[src/rtl/fpu.sv]
`default_nettype none
// ============================================================================
// Module      : fpu
// Description : Multi-cycle binary32 add / sub / mul unit with ready/ack
//               handshake on both sides. Truncating rounding, denormals
//               treated as zero, canonical NaN 0xFFFFFFFF.
// Revision    : 1.0 - initial release
// ============================================================================
module fpu (
    input  logic        clock,
    input  logic        reset,
    input  logic [3:0]  operation,
    input  logic [31:0] data_a,
    input  logic [31:0] data_b,
    input  logic        input_rdy,
    output logic        input_ack,
    output logic        output_rdy,
    input  logic        output_ack,
    output logic [31:0] result
);
    localparam logic [3:0]  c_OP_ADD  = 4'b0000;
    localparam logic [3:0]  c_OP_SUB  = 4'b0001;
    localparam logic [3:0]  c_OP_MUL  = 4'b0010;
    localparam logic [31:0] c_NAN     = 32'hFFFF_FFFF;
    localparam logic [30:0] c_INF_MAG = 31'h7F80_0000;

    typedef enum logic [2:0] {
        S_IDLE   = 3'd0,
        S_UNPACK = 3'd1,
        S_ALIGN  = 3'd2,
        S_EXEC   = 3'd3,
        S_NORM   = 3'd4,
        S_DONE   = 3'd5
    } state_t;

    state_t r_state, w_next;

    logic [31:0] r_a, r_b, r_result;
    logic [3:0]  r_op;
    logic        r_sa, r_sb, r_sign;
    logic [7:0]  r_ea, r_eb;
    logic [23:0] r_ma, r_mb;
    logic [26:0] r_big, r_small;
    logic [47:0] r_sig;
    logic signed [9:0] r_exp;

    // Field views of the captured operands; B's sign is flipped for sub
    logic [7:0] w_ea, w_eb;
    logic       w_sa, w_sb, w_is_add, w_is_mul;
    logic       w_a_nan, w_b_nan, w_a_inf, w_b_inf, w_a_zero, w_b_zero;
    assign w_ea     = r_a[30:23];
    assign w_eb     = r_b[30:23];
    assign w_sa     = r_a[31];
    assign w_sb     = r_b[31] ^ (r_op == c_OP_SUB);
    assign w_is_add = (r_op == c_OP_ADD) || (r_op == c_OP_SUB);
    assign w_is_mul = (r_op == c_OP_MUL);
    assign w_a_nan  = (&w_ea) && (|r_a[22:0]);
    assign w_b_nan  = (&w_eb) && (|r_b[22:0]);
    assign w_a_inf  = (&w_ea) && !(|r_a[22:0]);
    assign w_b_inf  = (&w_eb) && !(|r_b[22:0]);
    assign w_a_zero = (w_ea == 8'd0);   // denormals collapse to zero
    assign w_b_zero = (w_eb == 8'd0);

    // Special-case detection in priority order; unsupported ops fall into NaN
    logic        w_special;
    logic [31:0] w_special_res;
    always_comb begin
        w_special     = 1'b1;
        w_special_res = c_NAN;
        if (!w_is_add && !w_is_mul) begin
            w_special_res = c_NAN;
        end else if (w_a_nan || w_b_nan) begin
            w_special_res = c_NAN;
        end else if (w_is_add) begin
            if (w_a_inf && w_b_inf && (w_sa != w_sb)) w_special_res = c_NAN;
            else if (w_a_inf)                          w_special_res = {w_sa, c_INF_MAG};
            else if (w_b_inf)                          w_special_res = {w_sb, c_INF_MAG};
            else if (w_a_zero && w_b_zero)             w_special_res = {w_sa & w_sb, 31'd0};
            else if (w_a_zero)                         w_special_res = {w_sb, r_b[30:0]};
            else if (w_b_zero)                         w_special_res = {w_sa, r_a[30:0]};
            else                                       w_special = 1'b0;
        end else begin
            if ((w_a_inf && w_b_zero) || (w_b_inf && w_a_zero)) w_special_res = c_NAN;
            else if (w_a_inf || w_b_inf)   w_special_res = {w_sa ^ w_sb, c_INF_MAG};
            else if (w_a_zero || w_b_zero) w_special_res = {w_sa ^ w_sb, 31'd0};
            else                           w_special = 1'b0;
        end
    end

    // Alignment: larger magnitude stays put, smaller shifts right with 3 guard bits
    logic        w_swap;
    logic [7:0]  w_diff;
    logic [26:0] w_small_sh;
    logic [27:0] w_sum;
    always_comb begin
        w_swap     = {r_eb, r_mb} > {r_ea, r_ma};
        w_diff     = w_swap ? (r_eb - r_ea) : (r_ea - r_eb);
        w_small_sh = 27'd0;
        if (w_diff < 8'd26)
            w_small_sh = {(w_swap ? r_ma : r_mb), 3'b000} >> w_diff;
        w_sum = (r_sa != r_sb) ? ({1'b0, r_big} - {1'b0, r_small})
                               : ({1'b0, r_big} + {1'b0, r_small});
    end

    // Normalisation: hidden bit belongs at r_sig[46]; bit 47 means carry-out
    logic [5:0]        w_lz;
    logic              w_found;
    logic [22:0]       w_mant;
    logic signed [9:0] w_nexp;
    logic [31:0]       w_norm_res;
    always_comb begin
        w_lz    = 6'd0;
        w_found = 1'b0;
        for (int i = 46; i >= 0; i--) begin
            if (!w_found && r_sig[i]) begin
                w_lz    = 6'(46 - i);
                w_found = 1'b1;
            end
        end
        if (r_sig[47]) begin
            w_mant = r_sig[46:24];
            w_nexp = r_exp + 10'sd1;
        end else begin
            w_mant = 23'((r_sig[45:0] << w_lz) >> 23);
            w_nexp = r_exp - $signed({4'b0000, w_lz});
        end
        if (r_sig == 48'd0)           w_norm_res = 32'd0;   // exact cancellation is +0
        else if (w_nexp <= 10'sd0)    w_norm_res = {r_sign, 31'd0};
        else if (w_nexp >= 10'sd255)  w_norm_res = {r_sign, c_INF_MAG};
        else                          w_norm_res = {r_sign, w_nexp[7:0], w_mant};
    end

    // State register
    always_ff @(posedge clock or negedge reset) begin
        if (!reset) r_state <= S_IDLE;
        else        r_state <= w_next;
    end

    // Next-state logic; every path has a fixed cycle count
    always_comb begin
        w_next = r_state;
        case (r_state)
            S_IDLE:   if (input_rdy) w_next = S_UNPACK;
            S_UNPACK: w_next = w_special ? S_DONE : S_ALIGN;
            S_ALIGN:  w_next = S_EXEC;
            S_EXEC:   w_next = S_NORM;
            S_NORM:   w_next = S_DONE;
            S_DONE:   if (output_ack) w_next = S_IDLE;
            default:  w_next = S_IDLE;
        endcase
    end

    // Datapath registers advanced one stage per state
    always_ff @(posedge clock or negedge reset) begin
        if (!reset) begin
            r_a <= '0; r_b <= '0; r_op <= '0; r_result <= '0;
            r_sa <= 1'b0; r_sb <= 1'b0; r_sign <= 1'b0;
            r_ea <= '0; r_eb <= '0; r_ma <= '0; r_mb <= '0;
            r_big <= '0; r_small <= '0; r_sig <= '0; r_exp <= '0;
        end else begin
            case (r_state)
                S_IDLE: if (input_rdy) begin
                    r_a  <= data_a;
                    r_b  <= data_b;
                    r_op <= operation;
                end
                S_UNPACK: begin
                    if (w_special) r_result <= w_special_res;
                    r_sa <= w_sa;
                    r_sb <= w_sb;
                    r_ea <= w_ea;
                    r_eb <= w_eb;
                    r_ma <= {1'b1, r_a[22:0]};
                    r_mb <= {1'b1, r_b[22:0]};
                end
                S_ALIGN: if (w_is_add) begin
                    r_big   <= {(w_swap ? r_mb : r_ma), 3'b000};
                    r_small <= w_small_sh;
                    r_exp   <= $signed({2'b00, (w_swap ? r_eb : r_ea)});
                    r_sign  <= w_swap ? r_sb : r_sa;
                end
                S_EXEC: begin
                    if (w_is_add) begin
                        r_sig <= {w_sum, 20'd0};
                    end else begin
                        r_sig  <= {24'd0, r_ma} * {24'd0, r_mb};
                        r_exp  <= $signed({2'b00, r_ea}) + $signed({2'b00, r_eb}) - 10'sd127;
                        r_sign <= r_sa ^ r_sb;
                    end
                end
                S_NORM:  r_result <= w_norm_res;
                default: ;
            endcase
        end
    end

    assign input_ack  = (r_state != S_IDLE);
    assign output_rdy = (r_state == S_DONE);
    assign result     = r_result;

endmodule
`default_nettype wire

[config.mk]
export PLATFORM = sky130hd
export DESIGN_NAME = fpu
export DESIGN_NICKNAME = d
export VERILOG_FILES = /design/src/rtl/fpu.sv
export SDC_FILE = /design/constraint.sdc
export NUM_CORES = 2
export LEC_CHECK = 0
export ABC_CLOCK_PERIOD_IN_PS = 9700
export BUFFER_PORTS_ARGS = -buffer_cell sky130_fd_sc_hd__buf_2
export CELL_PAD_IN_SITES_DETAIL_PLACEMENT = 1
export CELL_PAD_IN_SITES_GLOBAL_PLACEMENT = 2
export CORE_MARGIN = 3
export CORE_UTILIZATION = 30
export DETAILED_ROUTE_END_ITERATION = 16
export GPL_ROUTABILITY_DRIVEN = 0
export PLACE_DENSITY = 0.61
export SLEW_MARGIN = 15
export SYNTH_ARGS = -nofsm -noshare
export SYNTH_HDL_FRONTEND = slang
export SYNTH_SLANG_ARGS = --single-unit
[constraint.sdc]
create_clock -name clock -period 9.7 [get_ports clock]
set_input_delay 0.485 -clock clock [delete_from_list [all_inputs] [get_ports clock]]
set_output_delay 0.485 -clock clock [all_outputs]
set_load 0.05 [all_outputs]
# Word level (Yosys, flattened, before mapping)
# Cells that the tools add are included.
# Widths: inputs -> output; s select.
[classes] n_addsub=8 multipliers=1 div_mod_pow=0 magnitude_cmp=4 n_eq_ne=14 shifts=2 mux=141 bitwise_logic=4 reduce_logical=128
[op_table] cell="$mux 32" n=14
[op_table] cell="$mux 6" n=45
[op_table] cell="$pmux 32 s2" n=1
[op_table] cell="$mux 1" n=62
[op_table] cell="$mux 31" n=2
[op_table] cell="$logic_and 1x1->1" n=56
[op_table] cell="$logic_not 1->1" n=50
[op_table] cell="$logic_not 48->1" n=1
[op_table] cell="$mul 24x24->48" n=1
[op_table] cell="$mux 24" n=2
[op_table] cell="$mux 48" n=1
[op_table] cell="$reduce_or 23->1" n=2
[op_table] cell="$shl 46x6->46" n=1
[op_table] cell="$gt 32x32->1" n=1
[op_table] cell="$mux 10" n=3
[op_table] cell="$add 27x27->28" n=1
[op_table] cell="$mux 28" n=1
[op_table] cell="$sub 27x27->28" n=1
[op_table] cell="$mux 27" n=1
[op_table] cell="$shr 27x8->27" n=1
[op_table] cell="$mux 23" n=1
[op_table] cell="$pmux 10 s2" n=1
[op_table] cell="$pmux 3 s6" n=1
[op_table] cell="$logic_not 8->1" n=2
[op_table] cell="other kinds (29)" n=50
[totals] register_bits=279 latchBits=0 mem_bits_rw=0 rom_bits=0 n_memories=0

# Depth between registers and ports, before layout
[depth] word_depth=146 ltp_mapped=28 depth_no_buf=27

# Worst setup path before layout
# OpenSTA, ideal clock, no wires.
[synth_timing] path_kind="register to register" from="register r_mb[3]" to="register r_sig[41]" arrival_ns=6.998 required_ns=9.574 setup_slack_ns=2.576 path_stages_with_launch=26 path_buffers=2 period_less_slack_ns=7.124 cell_sequence="dfrtp_1 -> clkbuf_1 -> clkbuf_1 -> nand2_1 -> fa_1 -> inv_1 -> fa_1 -> fa_1 -> inv_1 -> fa_1 -> fa_1 -> inv_1 -> fa_1 -> fa_1 -> ha_1 -> a21o_1 -> a221o_1 -> a21oi_1 -> o21ai_0 -> o211ai_1 -> nand2_1 -> o2111ai_1 -> nand2_1 -> a41oi_1 -> mux2i_1 -> a221o_1"
[synth_between] elab_chain_len=2
[synth_rtl] item="from (decl)" line_no="42" rtl="logic [23:0] r_ma, r_mb;"
[synth_rtl] item="from (signal assigned)" line_no="174" rtl="r_mb <= {1'b1, r_b[22:0]};"
[synth_rtl] item="$mul 24x24->48" line_no="186" rtl="r_sig <= {24'd0, r_ma} * {24'd0, r_mb};"
[synth_rtl] item="$mux 48" line_no="183" rtl="if (w_is_add) begin"
[synth_rtl] item="to (signal assigned)" line_no="184" rtl="r_sig <= {w_sum, 20'd0};"
[synth_rtl] item="to (signal assigned)" line_no="186"
[synth_rtl] item="to (decl)" line_no="44" rtl="logic [47:0] r_sig;"
# Every way passes these cells.
# A chain may end at the register's enable or synchronous reset.

# Final worst setup path
[layout_timing] from="register r_ma[8]" to="register r_sig[41]"
[layout_between] elab_chain_len=2
[layout_rtl] item="from (decl)" line_no="42"
[layout_rtl] item="from (signal assigned)" line_no="173" rtl="r_ma <= {1'b1, r_a[22:0]};"
[layout_rtl] item="$mul 24x24->48" line_no="186"
[layout_rtl] item="$mux 48" line_no="183"
# Every way passes these cells.

==> qor.txt <==
clk slew on worst S/H paths: 0.06 ns
CP Capture Type: flop
WHS Endpoint: r_a[28]
die span in x: 373 um
CP arrival: 8.90 ns
H-tree Lvls: 2
global-route wire length before repair: 257000 um
Die Y: 373 um
fin. max-slew vios: 0
Period minus WS final: 8.42 ns
synth unique cells: 101
worst hold start: data_a[28]
Mapped Cells: 4668
fraction of layout cells with a size suffix above 1: 9.56%
IO Count: 106
final std cells w/o fill: 6393
endpoints failing hold: 0
Mapped Nets: 5537
Buf+Inv Stages, Crit Path: 5
warnings from Yosys: 0
Req. time, crit path: 10.17 ns
maximum root-to-sink buffer count: 3
Placeable Area: 132000 um2
hold slack: 0.122 ns
clock buffer count from CTS: 38
Reg2Reg Depth: 24
crit-path most repeated cell: fa_1
HPWL Detailed: 136000 um
Vias/cell: 5.35
EDFF count, synth: 0
mux cell area share after synthesis: 8.24%
Mean Syn Cell Area: 8.64 um2
I/O Buffers: 105
routed len/inst: 26.8 um
first drt pass iteration count: 5
Worst Path Max Fanout: 26
setup slack, reg-to-reg: 1.28 ns
vias in the first global route: 36600
Overflow after GRT: 0
CTS tree: yes
Slowest Stage Delay on Critical Path: 1.08 ns
Seq/Total Area, Yosys: 17.2%
Routed WL: 172000 um
Synth top area share: 24.2%
FF-to-FF Start: r_ma[8]
Compound-Gate Fraction of Synth Area: 14.4%
gr usage total: 24.5%
Worst Hold Class: input port to flop
Nets: 5479
Synth Cell Area: 40300 um2
combinational family with the most area after synthesis: adder cells
adder-cell share of the synthesized area: 33.8%
Main synth FF type: dfrtp_1
cell with the most instances after synthesis: nand2_1
worst hold stages: 2
unrepaired setup endpoints after global routing: false
FMAX: 119 MHz
CTS sink cnt: 278
CP Launch Type: flop
Detail Route Antenna Nets: 0
Die ar.: 139000 um2
final setup violation count: 0
DR DRC count: 0
pin count of the biggest net entering global routing: 140
max-cap viol count: 0
number of cell rows: 133
TNS Setup: 0 ns
Critical Path, Cell by Cell: ha_1 -> inv_1 -> fa_1 -> inv_1 -> fa_1 -> fa_1 -> inv_1 -> fa_1 -> fa_1 -> inv_1 -> fa_1 -> fa_1 -> ha_1 -> and3_1 -> o211ai_1 -> nor4bb_1 -> o211ai_1 -> nand2_1 -> o2111ai_1 -> buf_4 -> nand2_1 -> a41oi_1 -> mux2i_1 -> a221o_1
Tightest Pin Transition: 1.21 ns
family with the most delay on the worst path: adder cells
status: completed
Post-synth ARST share: 100%
later-pin clock latency in the skew report: 0.59 ns
post-CTS resize count: 0
Synth top cells by count: 661 x nand2_1, 627 x inv_1, 487 x fa_1, 310 x ha_1, 287 x o21ai_0
DR iter-0 viols: 2435
initial antenna violation count: 14
Worst slew margin: 18.5%
Synth Area in Simple Gates: 15.8%
cells taking the most area after synthesis: fa_1 24%, dfrtp_1 17%, ha_1 9.6%
XOR/XNOR Fraction of Synth Area: 1.65%
clock skew: 0.0279 ns
Root Buffer Master: clkbuf_16
FF-to-FF End: r_sig[41]
via count: 34200
Area growth, synth to finish: 8.87%
Tcrit/Tclk final: 86.8%
Critical-path top delay cell: dfrtp_1
Initial Util: 30.5%
Synth area leader: fa_1
Seq cells post-synth: 278
Crit Path Class: flop to flop
Post-Place Cells: 6324
[final cells by class]
type                    count  area [um2]
fillers                 15600       88500
flip-flops and latches    278        6960
well taps                1755        2200
repair buffers            195        1230
diodes                      2        5.00
clock inverters            14         176
clock buffers              52        1090
multi-input cells        3467       29900
inverters                 630        2370
[cell usage in the layout (no fill, tap or decap), drive strengths merged, types with 153 or more instances in the layout]
cell type / synthesis / final
o21ai: 289 / 289
buf: 54 / 194
ha: 310 / 310
and2: 153 / 153
mux2i: 188 / 188
fa: 487 / 487
nand2: 664 / 664
dfrtp: 278 / 278
nor2: 245 / 245
inv: 629 / 631
a21oi: 205 / 205
[through the flow]
stage	area (um2)	worst slack [ns]	utilization, %
CTS	43900	1.26	33.2
global route	43900	0.911	33.2
detailed placement	42600	1.23	32.2
global placement	42600	1.28	32.2
floorplan	40300	2.58	-
finish	43900	1.28	33.2
[timing repair]
action / CTS / global route
setup buffers: 0 / 0
endpoints found under the setup margin: 0 / 0
hold buffers: 1 / 0
endpoints found under the hold margin: 86 / 0
[worst register-to-register path: stages, from the launching register on]
cell	delay (ns)
dfrtp_1	1.08
ha_1	0.29
inv_1	0.05
fa_1	0.47
inv_1	0.05
fa_1	0.47
fa_1	0.49
inv_1	0.05
fa_1	0.49
fa_1	0.55
inv_1	0.05
fa_1	0.50
fa_1	0.42
ha_1	0.40
and3_1	0.21
o211ai_1	0.19
nor4bb_1	0.93
o211ai_1	0.28
nand2_1	0.27
o2111ai_1	0.18
buf_4	0.19
nand2_1	0.14
a41oi_1	0.16
mux2i_1	0.17
a221o_1	0.26
[registers in the layout, summed over array words and instances, names as in the netlist, 4 cells and up]
register,flops
r_ma,24
r_a,32
r_op,4
r_mb,23
r_ea,8
r_big,24
r_sig,48
r_eb,8
r_small,27
result,32
r_exp,10
r_b,32
[routing by layer]
metal	GRT usage [%]	wire length, um	vias up
met3	2.29	7210	148
met2	37.6	75000	692
li1	-	-	15300
met5	0	12	-
met1	37.1	85600	18000
met4	4.96	3710	2
[kinds of logic (layout without fill, tap and decap cells)]
family | count (synthesis) | after routing
other | 0 | 2
multiplexers | 313 | 313
buffers and inverters | 923 | 891
AND/OR/NAND/NOR | 1371 | 1371
AO/OA/AOI/OAI | 910 | 910
XOR/XNOR | 76 | 76
flip-flops | 278 | 278
adder cells (fa/ha/maj) | 797 | 797
[worst max path at each step]
stage	to	cells after the start	from	slack, ns
6_report	r_sig[41]	24	r_ma[8]	1.28
5_1_grt	r_sig[41]	23	r_ma[12]	0.91
4_1_cts	r_sig[41]	23	r_ma[11]	1.26
3_5_place_dp	r_sig[41]	24	r_ma[8]	1.23
3_3_place_gp	r_sig[41]	23	r_ma[10]	1.28
2_1_floorplan	r_sig[41]	25	r_mb[3]	2.58
Power is not shown: default switching activity piles up to over one toggle a cycle in this logic, so the estimate is an artifact.
